<file path="src/rtl/timer_ctrl_pkg.sv">
// Shared types and constants for the timer configuration sequencer.
// Holds the FSM encoding and the round-robin distance helper.
package timer_ctrl_pkg;

    typedef enum logic [1:0] {
        IDLE     = 2'd0,
        WAIT_BND = 2'd1,
        LOAD     = 2'd2,
        DONE     = 2'd3
    } seq_state_e;

    localparam int TIMER_W = 8;
    localparam logic [TIMER_W-1:0] PERIOD_RESET = 8'd255;

    // Number of steps from the pointer forward to idx, wrapping at n.
    function automatic int rr_distance(input int ptr, input int idx, input int n);
        return (idx >= ptr) ? (idx - ptr) : (idx + n - ptr);
    endfunction

endpackage

</file>
<file path="src/rtl/timer_config_sequencer_rr_arbiter.sv">
// Pointer-based round-robin arbiter: grants the first request at or after
// the pointer and moves the pointer past the winner on each advance strobe.
module rr_arbiter
    import timer_ctrl_pkg::*;
#(
    parameter int N_REQ = 2
) (
    input  logic             clk,
    input  logic             reset_n,
    input  logic [N_REQ-1:0] req_i,
    input  logic             advance_i,
    output logic [N_REQ-1:0] grant_o
);

    localparam int PTR_W = $clog2(N_REQ);

    logic [PTR_W-1:0] ptr_q;
    logic [PTR_W-1:0] ptr_d;
    int               best_dist;

    // Closest asserted request (in wrap order from the pointer) wins.
    always_comb begin
        grant_o   = '0;
        ptr_d     = ptr_q;
        best_dist = N_REQ;
        for (int i = 0; i < N_REQ; i++) begin
            if (req_i[i] && (rr_distance(int'(ptr_q), i, N_REQ) < best_dist)) begin
                best_dist  = rr_distance(int'(ptr_q), i, N_REQ);
                grant_o    = '0;
                grant_o[i] = 1'b1;
                ptr_d      = PTR_W'((i + 1) % N_REQ);
            end
        end
    end

    always_ff @(posedge clk or negedge reset_n) begin
        if (!reset_n) begin
            ptr_q <= '0;
        end else if (advance_i) begin
            ptr_q <= ptr_d;
        end
    end

endmodule

</file>
<file path="src/rtl/timer_config_sequencer.sv">
// Shares the timer's enable/period/prescaler inputs between requesters:
// arbitrates, optionally waits for a period boundary, then reloads the timer.
module timer_config_sequencer
    import timer_ctrl_pkg::*;
#(
    parameter int N_REQ       = 2,
    parameter int LOAD_CYCLES = 2,
    parameter int TIMEOUT     = 1023
) (
    input  logic                     clk,
    input  logic                     reset_n,
    input  logic                     run_i,
    input  logic [N_REQ-1:0]         req_i,
    input  logic [TIMER_W*N_REQ-1:0] cfg_period_i,
    input  logic [TIMER_W*N_REQ-1:0] cfg_prescaler_i,
    input  logic [N_REQ-1:0]         cfg_sync_i,
    input  logic                     period_complete_i,
    output logic [N_REQ-1:0]         ack_o,
    output logic                     timer_enable_o,
    output logic [TIMER_W-1:0]       period_o,
    output logic [TIMER_W-1:0]       prescaler_o,
    output logic                     busy_o,
    output logic                     sync_timeout_o
);

    localparam int CNT_W = $clog2(TIMEOUT + 1);
    localparam int LD_W  = $clog2(LOAD_CYCLES + 1);
    localparam logic [CNT_W-1:0] CNT_MAX = CNT_W'(TIMEOUT);
    localparam logic [LD_W-1:0]  LD_LAST = LD_W'(LOAD_CYCLES - 1);

    seq_state_e         state_q, state_d;
    logic [N_REQ-1:0]   arb_grant;
    logic               arb_advance;
    logic [N_REQ-1:0]   grant_q, grant_d;
    logic [TIMER_W-1:0] sel_period, sel_prescaler;
    logic               sel_sync;
    logic [TIMER_W-1:0] lat_period_q, lat_period_d;
    logic [TIMER_W-1:0] lat_presc_q, lat_presc_d;
    logic [CNT_W-1:0]   wait_cnt_q, wait_cnt_d;
    logic [LD_W-1:0]    load_cnt_q, load_cnt_d;
    logic               en_q, en_d;
    logic [TIMER_W-1:0] period_q, period_d;
    logic [TIMER_W-1:0] presc_q, presc_d;
    logic [N_REQ-1:0]   ack_q, ack_d;
    logic               busy_q, busy_d;
    logic               timeout_q, timeout_d;
    logic               any_req;
    logic               timed_out;

    assign any_req     = |req_i;
    assign timed_out   = (wait_cnt_q == CNT_MAX);
    assign arb_advance = (state_q == IDLE) && any_req;

    rr_arbiter #(.N_REQ(N_REQ)) u_arb (
        .clk       (clk),
        .reset_n   (reset_n),
        .req_i     (req_i),
        .advance_i (arb_advance),
        .grant_o   (arb_grant)
    );

    always_comb begin
        sel_period    = '0;
        sel_prescaler = '0;
        sel_sync      = 1'b0;
        for (int i = 0; i < N_REQ; i++) begin
            if (arb_grant[i]) begin
                sel_period    = sel_period | cfg_period_i[i*TIMER_W +: TIMER_W];
                sel_prescaler = sel_prescaler | cfg_prescaler_i[i*TIMER_W +: TIMER_W];
                sel_sync      = sel_sync | cfg_sync_i[i];
            end
        end
    end

    always_ff @(posedge clk or negedge reset_n) begin
        if (!reset_n) begin
            state_q      <= IDLE;
            grant_q      <= '0;
            lat_period_q <= PERIOD_RESET;
            lat_presc_q  <= '0;
            wait_cnt_q   <= '0;
            load_cnt_q   <= '0;
            en_q         <= 1'b0;
            period_q     <= PERIOD_RESET;
            presc_q      <= '0;
            ack_q        <= '0;
            busy_q       <= 1'b0;
            timeout_q    <= 1'b0;
        end else begin
            state_q      <= state_d;
            grant_q      <= grant_d;
            lat_period_q <= lat_period_d;
            lat_presc_q  <= lat_presc_d;
            wait_cnt_q   <= wait_cnt_d;
            load_cnt_q   <= load_cnt_d;
            en_q         <= en_d;
            period_q     <= period_d;
            presc_q      <= presc_d;
            ack_q        <= ack_d;
            busy_q       <= busy_d;
            timeout_q    <= timeout_d;
        end
    end

    // A boundary pulse beats a run drop, which beats the timeout.
    always_comb begin
        state_d = state_q;
        case (state_q)
            IDLE:     if (any_req) state_d = (sel_sync && en_q) ? WAIT_BND : LOAD;
            WAIT_BND: if (period_complete_i || !run_i || timed_out) state_d = LOAD;
            LOAD:     if (load_cnt_q == LD_LAST) state_d = DONE;
            DONE:     if ((req_i & grant_q) == '0) state_d = IDLE;
            default:  state_d = IDLE;
        endcase
    end

    always_comb begin
        grant_d      = grant_q;
        lat_period_d = lat_period_q;
        lat_presc_d  = lat_presc_q;
        wait_cnt_d   = wait_cnt_q;
        load_cnt_d   = load_cnt_q;
        en_d         = en_q;
        period_d     = period_q;
        presc_d      = presc_q;
        ack_d        = ack_q;
        timeout_d    = timeout_q;
        busy_d       = (state_d != IDLE);
        case (state_q)
            IDLE: begin
                en_d = run_i;
                if (any_req) begin
                    grant_d      = arb_grant;
                    lat_period_d = sel_period;
                    lat_presc_d  = sel_prescaler;
                    timeout_d    = 1'b0;
                end
            end
            WAIT_BND: begin
                if (!timed_out) wait_cnt_d = wait_cnt_q + CNT_W'(1);
                if (timed_out && run_i && !period_complete_i) timeout_d = 1'b1;
            end
            LOAD:    load_cnt_d = load_cnt_q + LD_W'(1);
            DONE:    en_d = run_i;
            default: ;
        endcase
        if (state_d == WAIT_BND && state_q != WAIT_BND) begin
            wait_cnt_d = '0;
            en_d       = 1'b1;
        end
        // The timer captures the new period while its enable is low.
        if (state_d == LOAD && state_q != LOAD) begin
            load_cnt_d = '0;
            en_d       = 1'b0;
            period_d   = lat_period_d;
            presc_d    = lat_presc_d;
        end
        if (state_d == DONE && state_q != DONE) begin
            ack_d = grant_q;
            en_d  = run_i;
        end
        if (state_d == IDLE && state_q == DONE) ack_d = '0;
    end

    assign ack_o          = ack_q;
    assign timer_enable_o = en_q;
    assign period_o       = period_q;
    assign prescaler_o    = presc_q;
    assign busy_o         = busy_q;
    assign sync_timeout_o = timeout_q;

endmodule

</file>
<file path="config.mk">
export PLATFORM = sky130hd
export DESIGN_NAME = timer_config_sequencer
export DESIGN_NICKNAME = d
export VERILOG_FILES = /design/src/rtl/timer_ctrl_pkg.sv /design/src/rtl/timer_config_sequencer_rr_arbiter.sv /design/src/rtl/timer_config_sequencer.sv
export SDC_FILE = /design/constraint.sdc
export NUM_CORES = 1
export LEC_CHECK = 0
export ABC_AREA = 0
export CORE_MARGIN = 1
export CORE_UTILIZATION = 45
export DETAILED_ROUTE_END_ITERATION = 7
export PLACE_DENSITY = 0.73
export SLEW_MARGIN = 30
export SYNTH_ARGS = -nofsm -noshare
export SYNTH_HDL_FRONTEND = slang
export SYNTH_SLANG_ARGS = --single-unit
</file>
<file path="constraint.sdc">
create_clock -name clk -period 8 [get_ports clk]
set_input_delay 1.6 -clock clk [delete_from_list [all_inputs] [get_ports clk]]
set_output_delay 1.6 -clock clk [all_outputs]
set_load 0.03 [all_outputs]
</file>
==> flow_summary_export.csv <==
group,metric,value,unit
status,status,"finished, final reports clean",
cells_and_area,diodes,0,
clock_network,cts_sinks,54,
logic_synthesis,ys_seq_area_share,52.6,%
pwr,pwr_density_cell,412,nW/um^2
logic_synthesis,yosysMostFrequentCell,"nand2_1",
logic_synthesis,synthAdderAreaFrac,2.88,%
setup_path,worstPathArrival,4.10,ns
logic_synthesis,muxShareOfSynthArea,9.37,%
clock_network,cts_buffer_depth,2,
global_route,grt_max_degree,55,
logic_synthesis,syn_nets,283,
timing,setup_violations,0,
cells_and_area,final_area,3360,sq um
setup_path,cp_data_required_time,8.18,ns
clock_network,cts_made_buffers,5,
floorplanning,die_w,78.1,um
routing,routed_wl,5330,um
global_route,grt_first_pass_wirelength,9200,um
clock_network,htree_levels,2,
setup_path,cp-start-kind,"input pin",
floorplanning,die_h,78.1,um
logic_synthesis,yosys.area.top_type,"dfrtp_1",
logic_synthesis,synth_top_area_share,36.5,%
clock_network,ctsResizeCount,0,
timing,hold_violations,0,
place,place_inst,360,
setup_path,critPathMaxFanout,17,
logic_synthesis,syn_area,2600,sq um
place,numPortBuffers,60,
logic_synthesis,synth_edf_count,0,
global_route,grt_pass1_vias,1960,
global_route,antenna_found_initial,0,
timing,maxSlewHeadroom,41.8,%
setup_path,path_cells,"clkdlybuf4s50_1, a22o_1, a311o_1, a31oi_4, o21ai_4, nor2_4, mux2_2",
setup_path,crit_slowest_cell,"clkdlybuf4s50_1",
place,dp_hpwl,3840,um
logic_synthesis,ys_seq_elements,54,
timing,fmax,0.255,GHz
pwr,total_leakage_power,0.00146,uW
cells_and_area,drive_gt1_share,16.9,%
clock_network,cts_setup_buffers,0,
logic_synthesis,synth_flop_cell,"dfrtp_1",
logic_synthesis,synth_simple_gate_area_share,15.2,%
floorplanning,start_util,47.0,%
logic_synthesis,synth.distinct_cells,45,
floorplanning,dieArea,6100,sq um
timing,post-route-period-util,49.0,%
global_route,grt_overflow,0,
place,dp_slack,3.72,ns
routing,vias,1942,
clock_network,cts_tree,"yes",
routing,viasPerCell,5.28,
setup_path,cp-end-kind,"flip-flop",
cells_and_area,nets,341,
setup_path,critPathMaxStageDelay,0.53,ns
timing,fin_tns_setup,0,ns
pwr,peakVddDrop,203,uV
logic_synthesis,synth_common_cells,"nand2_1 (45), dfrtp_1 (38), nor2_1 (17), dfstp_2 (16), a22oi_1 (15)",
timing,fin_ws,4.08,ns
cells_and_area,instances_no_fill,368,
setup_path,cp_top_family,"compound AO/OA/AOI/OAI gates",
routing,drc_errors,0,
clock_network,clk_latency,0.31,ns
min_path,min_from,"load_cnt_q[0]",
setup_path,r2r-end,"wait_cnt_q[0]",
logic_synthesis,synth_cells,237,
routing,routedWlPerCell,14.5,um
routing,final_antenna_net_count,0,
logic_synthesis,syn_avg_cell_area,11.0,sq um
place,place_area,3250,sq um
min_path,hold_class,"flip-flop to flip-flop",
clock_network,cts.clk_slew.worst_paths,0.09,ns
logic_synthesis,synth_area_leaders,"dfrtp_1 (37%), dfstp_2 (16%), nand2_1 (6.5%), mux2_4 (5.2%), a22oi_1 (4.3%)",
logic_synthesis,async_flop_share,100,%
min_path,hold_path_end,"load_cnt_q[0]",
logic_synthesis,ys_warn_count,0,
timing,slew_violations,0,
flow_run,max-cap-violations,0,
routing,firstDrtPassIters,4,
setup_path,critPathKind,"input pin to flip-flop",
min_path,worstHoldPathCells,1,
logic_synthesis,synth_compound_area_share,13.7,%
floorplanning,core_area,5540,sq um
cells_and_area,syn_to_final_growth,29.1,%
timing,rsz0062_at_grt,"no",
global_route,grt_usage,19.4,%
setup_path,rrSetupSlack,4.86,ns
timing,worst_pin_slew,0.866,ns
timing,min_period,3.92,ns
logic_synthesis,synth_xor_area_share,2.69,%
logic_synthesis,synth_top_family_by_area,"simple AND/OR/NAND/NOR gates",
clock_network,hold_buffers,0,
setup_path,cp_num_buf_inv,1,
floorplanning,core.rowCount,27,
place,place.gp.congestion,0.838,
setup_path,r2r-start,"state_q[0]",
floorplanning,io_pins,61,
clock_network,root_buffer,"clkbuf_8",
setup_path,rr_worst_depth,9,
routing,drtIter0Drc,122,
timing,skew,0.0132,ns
-- layout make-up --
cell class	count	area, sq um
Inverter	8	30.0
Timing Repair Buffer	63	618
Multi-Input combinational cell	163	1140
Clock buffer	8	111
Fill cell	499	2180
Sequential cell	54	1370
Tap cell	72	90.1
-- cells by family (layout without fill, tap and decap cells) --
kind of cell,Yosys count,in the layout
compound gates,45,45
xor+xnor,8,8
fa+ha+maj,6,6
buf+inv,20,79
flops,54,54
mux,19,19
simple gates,85,85
-- worst max-delay path by stage --
stage | end | startpoint | slack (ns) | cells past startpoint
6_report | prescaler_o[7] | req_i[1] | 4.08 | 7
5_1_grt | wait_cnt_q[0] | req_i[1] | 3.87 | 8
4_1_cts | wait_cnt_q[0] | run_i | 4.06 | 8
3_5_place_dp | wait_cnt_q[0] | run_i | 3.72 | 8
3_3_place_gp | wait_cnt_q[0] | run_i | 3.77 | 8
2_1_floorplan | prescaler_o[5] | req_i[1] | 4.52 | 8
-- placed cells by master, fill, tap and decap left out, types with 3 or more instances in the layout --
master           instances
clkdlybuf4s50_1         59
nand2_1                 45
dfrtp_1                 38
nor2_1                  17
dfstp_2                 16
a22oi_1                 15
mux2_4                   9
inv_1                    7
mux2_2                   7
xor2_1                   6
ha_1                     6
clkbuf_8                 6
a21oi_1                  5
o21ai_0                  5
and3_1                   4
nand4_1                  4
nor2b_1                  3
and2_1                   3
a221oi_1                 3
mux2i_1                  3
buf_4                    3
-- layer usage --
metal | vias up | wire length [um] | global-route usage [%]
met2 | 46 | 2520 | 31.2
met3 | 5 | 309 | 4.53
met5 | - | 0 | 0
met4 | 0 | 45 | 6.11
li1 | 949 | - | -
met1 | 942 | 2450 | 25.8
-- per-stage QoR --
step	power [uW]	utilization, %	hold WS (ns)
global placement	1210	58.7	0.481
global route	1480	60.7	0.514
detailed placement	1220	58.7	0.490
floorplan	1020	-	0.455
CTS	1400	60.7	0.504
finish	1390	60.7	0.498
-- registers in the layout, summed over array words and instances, names as in the netlist --
| signal | count |
|---|---|
| ack_o | 2 |
| busy_o | 1 |
| grant_q | 2 |
| lat_period_q | 8 |
| lat_presc_q | 8 |
| load_cnt_q | 2 |
| period_o | 8 |
| prescaler_o | 8 |
| state_q | 2 |
| sync_timeout_o | 1 |
| timer_enable_o | 1 |
| u_arb.ptr_q | 1 |
| wait_cnt_q | 10 |
-- power breakdown --
| group | leakage (uW) | switching (uW) | total [uW] | internal (uW) |
|---|---|---|---|---|
| Clock | 0.0000566 | 84.7 | 174 | 89.6 |
| Combinational | 0.000752 | 393 | 727 | 334 |
| Sequential | 0.000650 | 67.2 | 485 | 418 |
Power figures use the tool's default switching activity.
